### src/rtl/if_id_queue_pkg.sv
// Shared constants for the IF/ID instruction queue: stall-vector bit indices
// and the output-register source selection.
package if_id_queue_pkg;

  localparam logic ENABLE = 1'b1;
  localparam logic ZERO   = 1'b0;

  localparam int unsigned STALL_IF = 1;
  localparam int unsigned STALL_ID = 2;

  typedef enum logic [1:0] {
    SEL_HOLD   = 2'd0,
    SEL_HEAD   = 2'd1,
    SEL_BYPASS = 2'd2,
    SEL_BUBBLE = 2'd3
  } out_sel_e;

endpackage

### src/rtl/if_id_queue_inst_fifo.sv
// Circular instruction buffer: storage, head/tail pointers and occupancy count.
// Pointer/count state is reset; storage contents are not.
module inst_fifo #(
  parameter int W     = 64,
  parameter int DEPTH = 4,
  localparam int PW   = $clog2(DEPTH),
  localparam int CW   = $clog2(DEPTH + 1)
) (
  input  logic          clk,
  input  logic          rst,
  input  logic          clr,
  input  logic          push,
  input  logic          pop,
  input  logic [W-1:0]  wdata,
  output logic [W-1:0]  rdata,
  output logic          full,
  output logic          empty,
  output logic [CW-1:0] count
);

  logic [W-1:0]  mem_q [DEPTH];
  logic [PW-1:0] head_q, head_d;
  logic [PW-1:0] tail_q, tail_d;
  logic [CW-1:0] count_q, count_d;
  logic          push_ok_s;
  logic          pop_ok_s;

  assign full      = (count_q == CW'(DEPTH));
  assign empty     = (count_q == CW'(0));
  assign count     = count_q;
  assign rdata     = mem_q[head_q];
  assign push_ok_s = push & ~full;
  assign pop_ok_s  = pop & ~empty;

  always_comb begin
    head_d  = head_q;
    tail_d  = tail_q;
    count_d = count_q;
    if (push_ok_s) begin
      tail_d = tail_q + PW'(1);
    end else begin
      tail_d = tail_q;
    end
    if (pop_ok_s) begin
      head_d = head_q + PW'(1);
    end else begin
      head_d = head_q;
    end
    case ({push_ok_s, pop_ok_s})
      2'b10:   count_d = count_q + CW'(1);
      2'b01:   count_d = count_q - CW'(1);
      default: count_d = count_q;
    endcase
  end

  always_ff @(posedge clk) begin
    if (rst || clr) begin
      head_q  <= '0;
      tail_q  <= '0;
      count_q <= '0;
    end else begin
      head_q  <= head_d;
      tail_q  <= tail_d;
      count_q <= count_d;
    end
  end

  always_ff @(posedge clk) begin
    if (push_ok_s) begin
      mem_q[tail_q] <= wdata;
    end
  end

endmodule

### src/rtl/if_id_queue.sv
// IF/ID stage with a DEPTH-entry instruction queue; an empty queue bypasses
// the fetched instruction straight into the ID output registers.
module if_id_queue
  import if_id_queue_pkg::*;
#(
  parameter int AW      = 32,
  parameter int IW      = 32,
  parameter int DEPTH   = 4,
  parameter int STALL_W = 6,
  parameter int ID_BIT  = STALL_ID,
  localparam int CW     = $clog2(DEPTH + 1)
) (
  input  logic               clk,
  input  logic               rst,
  input  logic               flush,
  input  logic [STALL_W-1:0] stall,
  input  logic               if_valid,
  input  logic [AW-1:0]      if_pc,
  input  logic [IW-1:0]      if_inst,
  output logic               if_ready,
  output logic               stall_req,
  output logic [AW-1:0]      id_pc,
  output logic [IW-1:0]      id_inst,
  output logic               id_valid,
  output logic [CW-1:0]      count
);

  logic [AW-1:0]    id_pc_q, id_pc_d;
  logic [IW-1:0]    id_inst_q, id_inst_d;
  logic             id_valid_q, id_valid_d;
  logic             adv_s;
  logic             push_s;
  logic             fifo_push_s;
  logic             fifo_pop_s;
  logic             fifo_full_s;
  logic             fifo_empty_s;
  logic [AW+IW-1:0] fifo_rdata_s;
  out_sel_e         sel_s;

  assign adv_s     = ~stall[ID_BIT];
  assign if_ready  = ~fifo_full_s;
  assign stall_req = fifo_full_s;
  assign push_s    = if_valid & if_ready;
  // A push into an empty queue that ID consumes now goes straight to the output.
  assign fifo_push_s = push_s & ~(adv_s & fifo_empty_s);
  assign fifo_pop_s  = adv_s & ~fifo_empty_s;

  inst_fifo #(
    .W     (AW + IW),
    .DEPTH (DEPTH)
  ) u_fifo (
    .clk   (clk),
    .rst   (rst),
    .clr   (flush),
    .push  (fifo_push_s),
    .pop   (fifo_pop_s),
    .wdata ({if_pc, if_inst}),
    .rdata (fifo_rdata_s),
    .full  (fifo_full_s),
    .empty (fifo_empty_s),
    .count (count)
  );

  always_comb begin
    sel_s = SEL_HOLD;
    if (!adv_s) begin
      sel_s = SEL_HOLD;
    end else if (!fifo_empty_s) begin
      sel_s = SEL_HEAD;
    end else if (push_s) begin
      sel_s = SEL_BYPASS;
    end else begin
      sel_s = SEL_BUBBLE;
    end
  end

  always_comb begin
    id_pc_d    = id_pc_q;
    id_inst_d  = id_inst_q;
    id_valid_d = id_valid_q;
    case (sel_s)
      SEL_HEAD: begin
        id_pc_d    = fifo_rdata_s[AW+IW-1:IW];
        id_inst_d  = fifo_rdata_s[IW-1:0];
        id_valid_d = ENABLE;
      end
      SEL_BYPASS: begin
        id_pc_d    = if_pc;
        id_inst_d  = if_inst;
        id_valid_d = ENABLE;
      end
      SEL_BUBBLE: begin
        id_pc_d    = '0;
        id_inst_d  = '0;
        id_valid_d = ZERO;
      end
      default: begin
        id_pc_d    = id_pc_q;
        id_inst_d  = id_inst_q;
        id_valid_d = id_valid_q;
      end
    endcase
  end

  always_ff @(posedge clk) begin
    if (rst || flush) begin
      id_pc_q    <= '0;
      id_inst_q  <= '0;
      id_valid_q <= ZERO;
    end else begin
      id_pc_q    <= id_pc_d;
      id_inst_q  <= id_inst_d;
      id_valid_q <= id_valid_d;
    end
  end

  assign id_pc    = id_pc_q;
  assign id_inst  = id_inst_q;
  assign id_valid = id_valid_q;

endmodule
### config.mk
export PLATFORM = sky130hd
export DESIGN_NAME = if_id_queue
export DESIGN_NICKNAME = d
export VERILOG_FILES = /design/src/rtl/if_id_queue_pkg.sv /design/src/rtl/if_id_queue_inst_fifo.sv /design/src/rtl/if_id_queue.sv
export SDC_FILE = /design/constraint.sdc
export NUM_CORES = 1
export LEC_CHECK = 0
export BUFFER_PORTS_ARGS = -buffer_cell sky130_fd_sc_hd__buf_2
export CORE_ASPECT_RATIO = 1.75
export CORE_MARGIN = 1.5
export CORE_UTILIZATION = 45
export DETAILED_ROUTE_END_ITERATION = 6
export HOLD_SLACK_MARGIN = 0.15
export PLACE_DENSITY = 0.64
export SLEW_MARGIN = 20
export SYNTH_ARGS = -nofsm -noshare
export SYNTH_HDL_FRONTEND = slang
export SYNTH_SLANG_ARGS = --single-unit
### constraint.sdc
create_clock -name clk -period 2.8 [get_ports clk]
set_clock_uncertainty 0.15 [all_clocks]
set_input_delay 0.28 -clock clk [delete_from_list [all_inputs] [get_ports clk]]
set_output_delay 0.28 -clock clk [all_outputs]
set_load 0.005 [all_outputs]
==> results of run 1 <==
==> cell usage in the layout (no fill, tap or decap), drive strengths merged, types with 3 or more instances in the layout <==
cell         count
clkbuf          39
mux4            64
buf            159
nor2            74
ha               5
inv             72
a21oi           66
and2             4
dfxtp           74
dlygate4sd3     65
edfxtp         256
bufinv           5
clkinv           8
a2111oi         64
xnor2            3
==> kinds of logic after synthesis <==
kind of cell / after synthesis / synth area share
AOI/OAI and AO/OA: 132 / 0.0990
DFF: 330 / 0.707
buffers and inverters: 122 / 0.0439
and+or+nand+nor: 88 / 0.0283
xor gates and xnor gates: 5 / 0.00338
muxes: 65 / 0.112
adders and majority gates: 6 / 0.00637
==> cell type report <==
class | instances | area (sq um) | area share
Sequential cell | 330 | 9180 | 0.582
Multi-Input combinational cell | 296 | 3250 | 0.206
Timing Repair Buffer | 224 | 1640 | 0.104
Clock buffer | 39 | 773 | 0.0491
Tap cell | 378 | 473 | 0.0300
Inverter | 72 | 270 | 0.0171
Clock inverter | 13 | 184 | 0.0117
==> flip-flops by register name (all words and copies together), names as in the netlist, named ones only <==
signal,count
id_valid,1
id_inst,32
u_fifo.mem_q,256
u_fifo.tail_q,2
u_fifo.count,3
u_fifo.head_q,2
id_pc,32
==> timing repair <==
item,CTS,global route
endpoints found under the hold margin,322,0
hold buffers,65,0
resized for setup,0,0
==> power breakdown <==
group | leakage, nW | total (W) | internal [W] | switching, W
combinational | 1.88 | 0.000711 | 0.000308 | 0.000403
clock | 0.465 | 0.00406 | 0.00238 | 0.00168
sequential | 2.93 | 0.00544 | 0.00540 | 0.0000448
==> metal layers <==
layer / vias up / part of all wire / wire (um)
met3: 40 / 0.040 / 1130
met5: - / 0 / 0
li1: 3286 / - / -
met2: 193 / 0.53 / 14800
met1: 3667 / 0.40 / 11400
met4: 0 / 0.027 / 756
==> tightest hold or removal path, stage by stage <==
cell and delay [ps]:
buf_2 100, a21boi_1 120, buf_4 160, xnor2_1 140, nor2_1 40
==> cells in the mapped netlist (all sizes together) <==
cell,n
a2111oi,64
a21boi,1
a21oi,66
and2,4
buf,24
clkbuf,26
dfxtp,74
edfxtp,256
fa,1
ha,5
inv,72
mux2i,1
mux4,64
nand2,1
nand2b,2
nor2,74
nor2b,1
nor3,2
nor3b,1
o21ai,1
or2,2
or3,1
xnor2,3
xor2,2
==> worst max-delay path by stage <==
stage               slack [ps]  depth (start not counted)         endpoint             from
floorplan                  360                         11  u_fifo.count[2]  u_fifo.count[0]
detailed placement         430                          9  u_fifo.count[2]  u_fifo.count[0]
global placement           490                          9  u_fifo.count[2]  u_fifo.count[1]
finish                     420                          9  u_fifo.count[2]  u_fifo.count[0]
global route               290                          5       id_inst[2]  u_fifo.count[0]
CTS                        400                          9  u_fifo.count[2]  u_fifo.count[0]
==> through the flow <==
| step | worst slack, ps | total power, W |
|---|---|---|
| 2_1_floorplan | 360 | 0.00592 |
| 3_3_place_gp | 488 | 0.00617 |
| 3_5_place_dp | 429 | 0.00619 |
| 4_1_cts | 400 | 0.0103 |
| 5_1_grt | 289 | 0.0105 |
| 6_report | 422 | 0.0102 |
==> flow_summary.json, run 1 <==
{
  "end_kind": "flop",
  "die-area_sq_um": 29900,
  "synth_area_sq_um": 13000,
  "worst_pin_slew_ps": 968,
  "reg2reg_depth": 9,
  "rows": 82,
  "use_met2": 0.342,
  "tns_ps": 0,
  "dp_cells": 1235,
  "yosysSeqAreaShare": 0.707,
  "postLayoutCoreUtil": 0.553,
  "ys_seq_elements": 330,
  "antenna_found_initial": 0,
  "grt_pass1_vias": 7496,
  "hold_viol": 0,
  "antenna_cells": 0,
  "synth_top_area_share": 0.593,
  "syn-instance-count": 748,
  "grt_max_degree": 66,
  "period_needed_ps": 2380,
  "cts.clk_slew.worst_paths_ps": 70,
  "max_cap_viol_count": 0,
  "ant_nets": 0,
  "grt.overflow.total": 0,
  "place_congestion": 0.697,
  "worstHoldPathCells": 5,
  "syn_to_final_growth_pct": 21.6,
  "path_max_fanout": 5,
  "portBuffers": 138,
  "fin_crit_sh": 0.849,
  "grt_first_pass_wirelength_um": 43000,
  "crit_top_cell": "inv_1",
  "grt.met3_usage": 0.0225,
  "reg2reg_to": "u_fifo.count[2]",
  "place_area_sq_um": 14200,
  "min_path_type": "in -> reg",
  "cp_num_buf_inv": 2,
  "cts_max_level": 1,
  "cts_tree": "done",
  "coreArea_sq_um": 28500,
  "hp-start": "if_valid",
  "ir_drop_mv": 0.424,
  "drv_slew": 0,
  "setup_viol": 0,
  "cp_cell_sequence": "nor3_2 > or2_2 > inv_1 > ha_1 > inv_1 > fa_1 > xor2_1 > or3_1 > a21oi_1",
  "wirelength_um": 28100,
  "die_y_um": 228,
  "yosysUniqueCellTypes": 30,
  "cts_root_buf": "clkbuf_16",
  "stdcell_count": 1352,
  "synth_area_leaders": "edfxtp_1 59%, dfxtp_1 11%, mux4_2 11%",
  "fin_area_sq_um": 15800,
  "min_to": "u_fifo.tail_q[0]",
  "fmax_ghz": 0.421,
  "status": "completed",
  "die_w_um": 131,
  "postSynthAreaPerCell_sq_um": 17.3,
  "crit_family": "simple AND/OR/NAND/NOR gates",
  "r2r_start": "u_fifo.count[0]",
  "drt-vias-per-instance": 5.32,
  "cts_buffers": 28,
  "via_count": 7186,
  "holdWs_ps": 186,
  "arrival_ps": 2710,
  "clockBufferDepth": 3,
  "critical_path_class": "reg -> reg",
  "drc": 0,
  "drtIter0Drc": 459,
  "wl_per_cell_um": 20.8,
  "place_hpwl_um": 15900,
  "crit_slowest_cell": "dfxtp_1",
  "worstSetupStartpointType": "flop",
  "io_pins": 144,
  "fill_cells": 2333,
  "max_slew_margin": 0.355,
  "power_density_nw_per_um2": 648,
  "met1_usage": 0.231,
  "initial_utilization": 0.455,
  "critical_path.max_stage_delay_ps": 430,
  "cts_sinks": 330,
  "insertion_delay_ps": 550,
  "top_usage_layer": "met2",
  "drive_gt1_frac": 0.340,
  "fin_nets": 1032,
  "drt-pass1-iter-count": 5,
  "syn_nets": 828,
  "required_ps": 3130,
  "grt_usage": 0.187,
  "synth_warnings": 0,
  "rsz0062_at_grt": "no",
  "r2r_slack_ps": 420,
  "cts_setup_buffers": 0,
  "leakagePower_nw": 5.28,
  "yosysTopAreaCell": "edfxtp_1"
}
No activity file was read; power rests on OpenSTA's default activity.
==> run 2, diff against run 1 <==
==> constraint.sdc (replaced) <==
create_clock -name clk -period 2.05 [get_ports clk]
set_clock_uncertainty 0.15 [all_clocks]
set_input_delay 0.205 -clock clk [delete_from_list [all_inputs] [get_ports clk]]
set_output_delay 0.205 -clock clk [all_outputs]
set_load 0.005 [all_outputs]
==> run 2 against run 1 <==
Net effect:
- total power increased by 42%
- setup slack got worse by 410 ps
- via count rose by 0.86%
- combinational power grew 45%
- global-route usage grew 0.61 points
- cell count rose by 1.8%
- final area is 2.9% higher
- critical path depth unchanged
==> flow_summary.json, run 2 (synthesis results as in run 1) <==
{
  "status": "completed",
  "die-area_sq_um": 29900,
  "crit_slowest_cell": "dfxtp_4",
  "min_path_type": "in -> reg",
  "max_cap_viol_count": 0,
  "stdcell_count": 1377,
  "rsz0062_at_grt": "yes",
  "critical_path.max_stage_delay_ps": 350,
  "worstSetupStartpointType": "flop",
  "hold_viol": 0,
  "arrival_ps": 2350,
  "required_ps": 2370,
  "place_congestion": 0.728,
  "clockBufferDepth": 3,
  "coreArea_sq_um": 28500,
  "die_y_um": 228,
  "initial_utilization": 0.455,
  "grt_usage": 0.194,
  "leakagePower_nw": 5.48,
  "path_max_fanout": 3,
  "wirelength_um": 28300,
  "rows": 82,
  "critical_path_class": "reg -> reg",
  "place_ws_ps": -34.5,
  "worst_pin_slew_ps": 922,
  "drv_slew": 0,
  "drt-vias-per-instance": 5.26,
  "end_kind": "flop",
  "regMostFlops": "u_fifo.mem_q",
  "fin_nets": 1056,
  "grt.overflow.total": 0,
  "final_cell_mix": "256 x edfxtp_1, 137 x buf_2, 74 x nor2_1",
  "io_pins": 144,
  "worst_slack_ps": 13.0,
  "drt-pass1-iter-count": 4,
  "fmax_ghz": 0.491,
  "drive_gt1_frac": 0.371,
  "insertion_delay_ps": 550,
  "cp_cell_sequence": "nor2_1 > a21boi_1 > inv_1 > ha_4 > inv_2 > fa_2 > xor2_1 > or3_1 > a21oi_1",
  "antenna_found_initial": 2,
  "grt_max_degree": 66,
  "fill_cells": 2287,
  "grt_first_pass_wirelength_um": 44000,
  "syn_to_final_growth_pct": 25.1,
  "die_w_um": 131,
  "ant_nets": 0,
  "max_slew_margin": 0.386,
  "final_common_cell": "edfxtp_1",
  "cts_root_buf": "clkbuf_16",
  "place_hpwl_um": 17300,
  "cts_tree": "done",
  "drtIter0Drc": 357,
  "portBuffers": 138,
  "period_needed_ps": 2040,
  "wl_per_cell_um": 20.6,
  "setup_viol": 0,
  "dp_cells": 1257,
  "cts_sinks": 330,
  "cts_buffers": 29,
  "cts_setup_buffers": 0,
  "grt_pass1_vias": 7698,
  "largest_register_ff_count": 256,
  "drc": 0,
  "cts_max_level": 1,
  "ir_drop_mv": 0.766,
  "power_density_nw_per_um2": 893,
  "fin_crit_sh": 0.994,
  "via_count": 7248,
  "cts.clk_slew.worst_paths_ps": 70
}
==> run 2: timing repair <==
| action | CTS | global route |
|---|---|---|
| hold endpoints to repair | 326 | 0 |
| gates resized for setup | 2 | 2 |
| setup endpoints to repair | 6 | 34 |
| hold buffers | 66 | 0 |
| pin swaps | 1 | 0 |
==> run 2: metal layers <==
layer  routed length [um]  part of all wire  up-vias  GRT usage
met5                   12           0.00042        -          0
met4                  680             0.024        2     0.0688
met3                  947             0.033       41     0.0209
met2                15600              0.55      148      0.362
met1                11100              0.39     3715      0.232
li1                     -                 -     3342          -
==> run 2: cell type report <==
cell class | instances | area [sq um] | area share
Antenna cell | 1 | 2.50 | 0.000154
Clock buffer | 38 | 810 | 0.0499
Clock inverter | 15 | 259 | 0.0160
Inverter | 72 | 273 | 0.0168
Multi-Input combinational cell | 296 | 3260 | 0.201
Sequential cell | 330 | 9180 | 0.566
Tap cell | 378 | 473 | 0.0292
Timing Repair Buffer | 247 | 1960 | 0.121
==> run 2: per-stage QoR <==
step,hold WS (ps),utilization,TNS [ps],cell area (sq um),power (W)
final,244,0.569,0,16200,0.0145
after floorplan,154,-,-62400,13000,0.00809
after CTS,234,0.568,0,16200,0.0146
after detailed placement,295,0.508,-50.4,14500,0.00851
after global placement,288,0.508,-15.8,14500,0.00849
after global routing,259,0.569,-53.3,16200,0.0150
==> run 2: critical path: cells and delay by family, from the launching register on <==
kind | cells | cell delay, ps
AO/OA/AOI/OAI | 2 | 230
XOR/XNOR | 1 | 150
adder cells (fa/ha/maj) | 2 | 470
buffers and inverters | 2 | 130
flip-flops | 1 | 350
AND/OR/NAND/NOR | 2 | 480
==> run 2: worst paths after layout <==
check | start | end | slack [ps] | depth (start not counted)
setup / recovery | u_fifo.count[0] | u_fifo.count[2] | 10 | 9
hold / removal | rst | id_pc[0] | 240 | 3
setup reg to reg | u_fifo.count[0] | u_fifo.count[2] | 10 | 9
hold reg to reg | id_inst[2] | id_inst[2] | 310 | 2
==> run 2: report_power, final <==
part	internal, W	total (W)	switching, W	leakage (nW)
sequential	0.00737	0.00742	0.0000568	2.93
clock	0.00366	0.00603	0.00237	0.511
combinational	0.000468	0.00103	0.000566	2.03
total	0.0115	0.0145	0.00300	5.48
==> run 3, diff against run 2 <==
--- a/config.mk
+++ b/config.mk
@@ -11,7 +11,7 @@
 export CORE_UTILIZATION = 45
 export DETAILED_ROUTE_END_ITERATION = 6
 export HOLD_SLACK_MARGIN = 0.15
-export PLACE_DENSITY = 0.64
+export PLACE_DENSITY = 0.62
 export SLEW_MARGIN = 20
 export SYNTH_ARGS = -nofsm -noshare
 export SYNTH_HDL_FRONTEND = slang
==> constraint.sdc (replaced) <==
create_clock -name clk -period 2.5 [get_ports clk]
set_clock_uncertainty 0.15 [all_clocks]
set_input_delay 0.25 -clock clk [delete_from_list [all_inputs] [get_ports clk]]
set_output_delay 0.25 -clock clk [all_outputs]
set_load 0.005 [all_outputs]
==> run 3 against run 2 <==
Net effect:
- combinational power shrank 22%
- largest cell class unchanged
- register-to-register slack gained 120 ps
- non-clock buffer count shrank 17
- sequential share of layout area grew 1.5 points
- critical path depth is the same
- highest routed layer is now met4
- flip-flop and latch count is the same
- clock-buffer cell count grew 7
- maximum frequency shrank 14%
- critical endpoint unchanged
- largest power group unchanged
==> flow_summary.json, run 3 (synthesis results as in run 1) <==
{
  "cts_sinks": 330,
  "cts_max_level": 1,
  "grt_first_pass_wirelength_um": 43100,
  "critical_path_class": "reg -> reg",
  "regMostFlops": "u_fifo.mem_q",
  "required_ps": 2820,
  "portBuffers": 138,
  "drt-vias-per-instance": 5.29,
  "place_ws_ps": 140,
  "drive_gt1_frac": 0.344,
  "initial_utilization": 0.455,
  "ant_nets": 0,
  "via_count": 7188,
  "fmax_ghz": 0.423,
  "place_hpwl_um": 15900,
  "max_cap_viol_count": 0,
  "place_congestion": 0.701,
  "insertion_delay_ps": 540,
  "final_cell_mix": "256 x edfxtp_1, 137 x buf_2, 74 x nor2_1",
  "cts_root_buf": "clkbuf_16",
  "clockBufferDepth": 3,
  "syn_to_final_growth_pct": 21.9,
  "antenna_found_initial": 1,
  "hold_viol": 0,
  "drtIter0Drc": 407,
  "setup_viol": 0,
  "p_total_w": 0.0112,
  "cts_buffers": 29,
  "tns_ps": 0,
  "min_path_type": "in -> reg",
  "period_needed_ps": 2360,
  "cts_tree": "done",
  "postLayoutCoreUtil": 0.554,
  "rows": 82,
  "cts.clk_slew.worst_paths_ps": 60,
  "worstSetupStartpointType": "flop",
  "wl_per_cell_um": 20.4,
  "leakagePower_nw": 5.29,
  "die-area_sq_um": 29900,
  "max_slew_margin": 0.376,
  "status": "completed",
  "drc": 0,
  "grt_max_degree": 66,
  "path_max_fanout": 5,
  "die_y_um": 228,
  "drt-pass1-iter-count": 4,
  "ir_drop_mv": 0.501,
  "grt_usage": 0.187,
  "wirelength_um": 27800,
  "grt_pass1_vias": 7665,
  "fin_nets": 1039,
  "arrival_ps": 2680,
  "cts_hold_buf": 65,
  "end_kind": "flop",
  "worst_slack_ps": 137,
  "place_area_sq_um": 14200,
  "largest_register_ff_count": 256,
  "power_density_nw_per_um2": 710,
  "coreArea_sq_um": 28500,
  "cts_resized": 0,
  "grt.overflow.total": 0,
  "fin_crit_sh": 0.945,
  "rsz0062_at_grt": "no",
  "die_w_um": 131,
  "cts_setup_buffers": 0,
  "final_common_cell": "edfxtp_1",
  "fin_area_sq_um": 15800,
  "io_pins": 144,
  "drv_slew": 0,
  "worst_pin_slew_ps": 936
}
-- run 3: metal layers --
| layer | vias up | GRT usage | part of all wire |
|---|---|---|---|
| li1 | 3304 | - | - |
| met2 | 159 | 0.348 | 0.54 |
| met4 | 0 | 0.0552 | 0.017 |
| met1 | 3701 | 0.230 | 0.41 |
| met5 | - | 0 | 0 |
| met3 | 24 | 0.0212 | 0.037 |
-- run 3: final timing paths --
| path | start | endpoint | slack (ps) | depth (start not counted) |
|---|---|---|---|---|
| setup / recovery | u_fifo.count[0] | u_fifo.count[2] | 140 | 9 |
| hold / removal | if_valid | u_fifo.tail_q[0] | 180 | 5 |
| setup reg to reg | u_fifo.count[0] | u_fifo.count[2] | 140 | 9 |
| hold reg to reg | id_inst[0] | id_inst[0] | 310 | 2 |
-- run 3: power by group --
part	internal, W	switching (W)
combinational	0.000356	0.000449
clock	0.00245	0.00187
sequential	0.00604	0.0000500
total	0.00885	0.00237
-- run 3: worst max-delay path: stages (launching register included) --
cell and delay [ps]:
dfxtp_1 410, nor3_2 100, or2_2 320, inv_1 100
ha_1 190, inv_1 60, fa_1 370, xor2_1 160
or3_1 300, a21oi_1 130
-- run 3: final cells by class --
cell class                      count  area [sq um]
Sequential cell                   330          9180
Multi-Input combinational cell    296          3250
Timing Repair Buffer              230          1720
Clock inverter                      8          93.8
Tap cell                          378           473
Clock buffer                       45           816
Antenna cell                        1          2.50
Inverter                           72           270
Fill cell                        2319         12700
-- run 3: stage by stage --
stage / hold slack [ps] / std cells
floorplan: 199 / 748
global placement: 294 / 1241
detailed placement: 298 / 1241
CTS: 162 / 1359
global route: 187 / 1360
finish: 185 / 1360
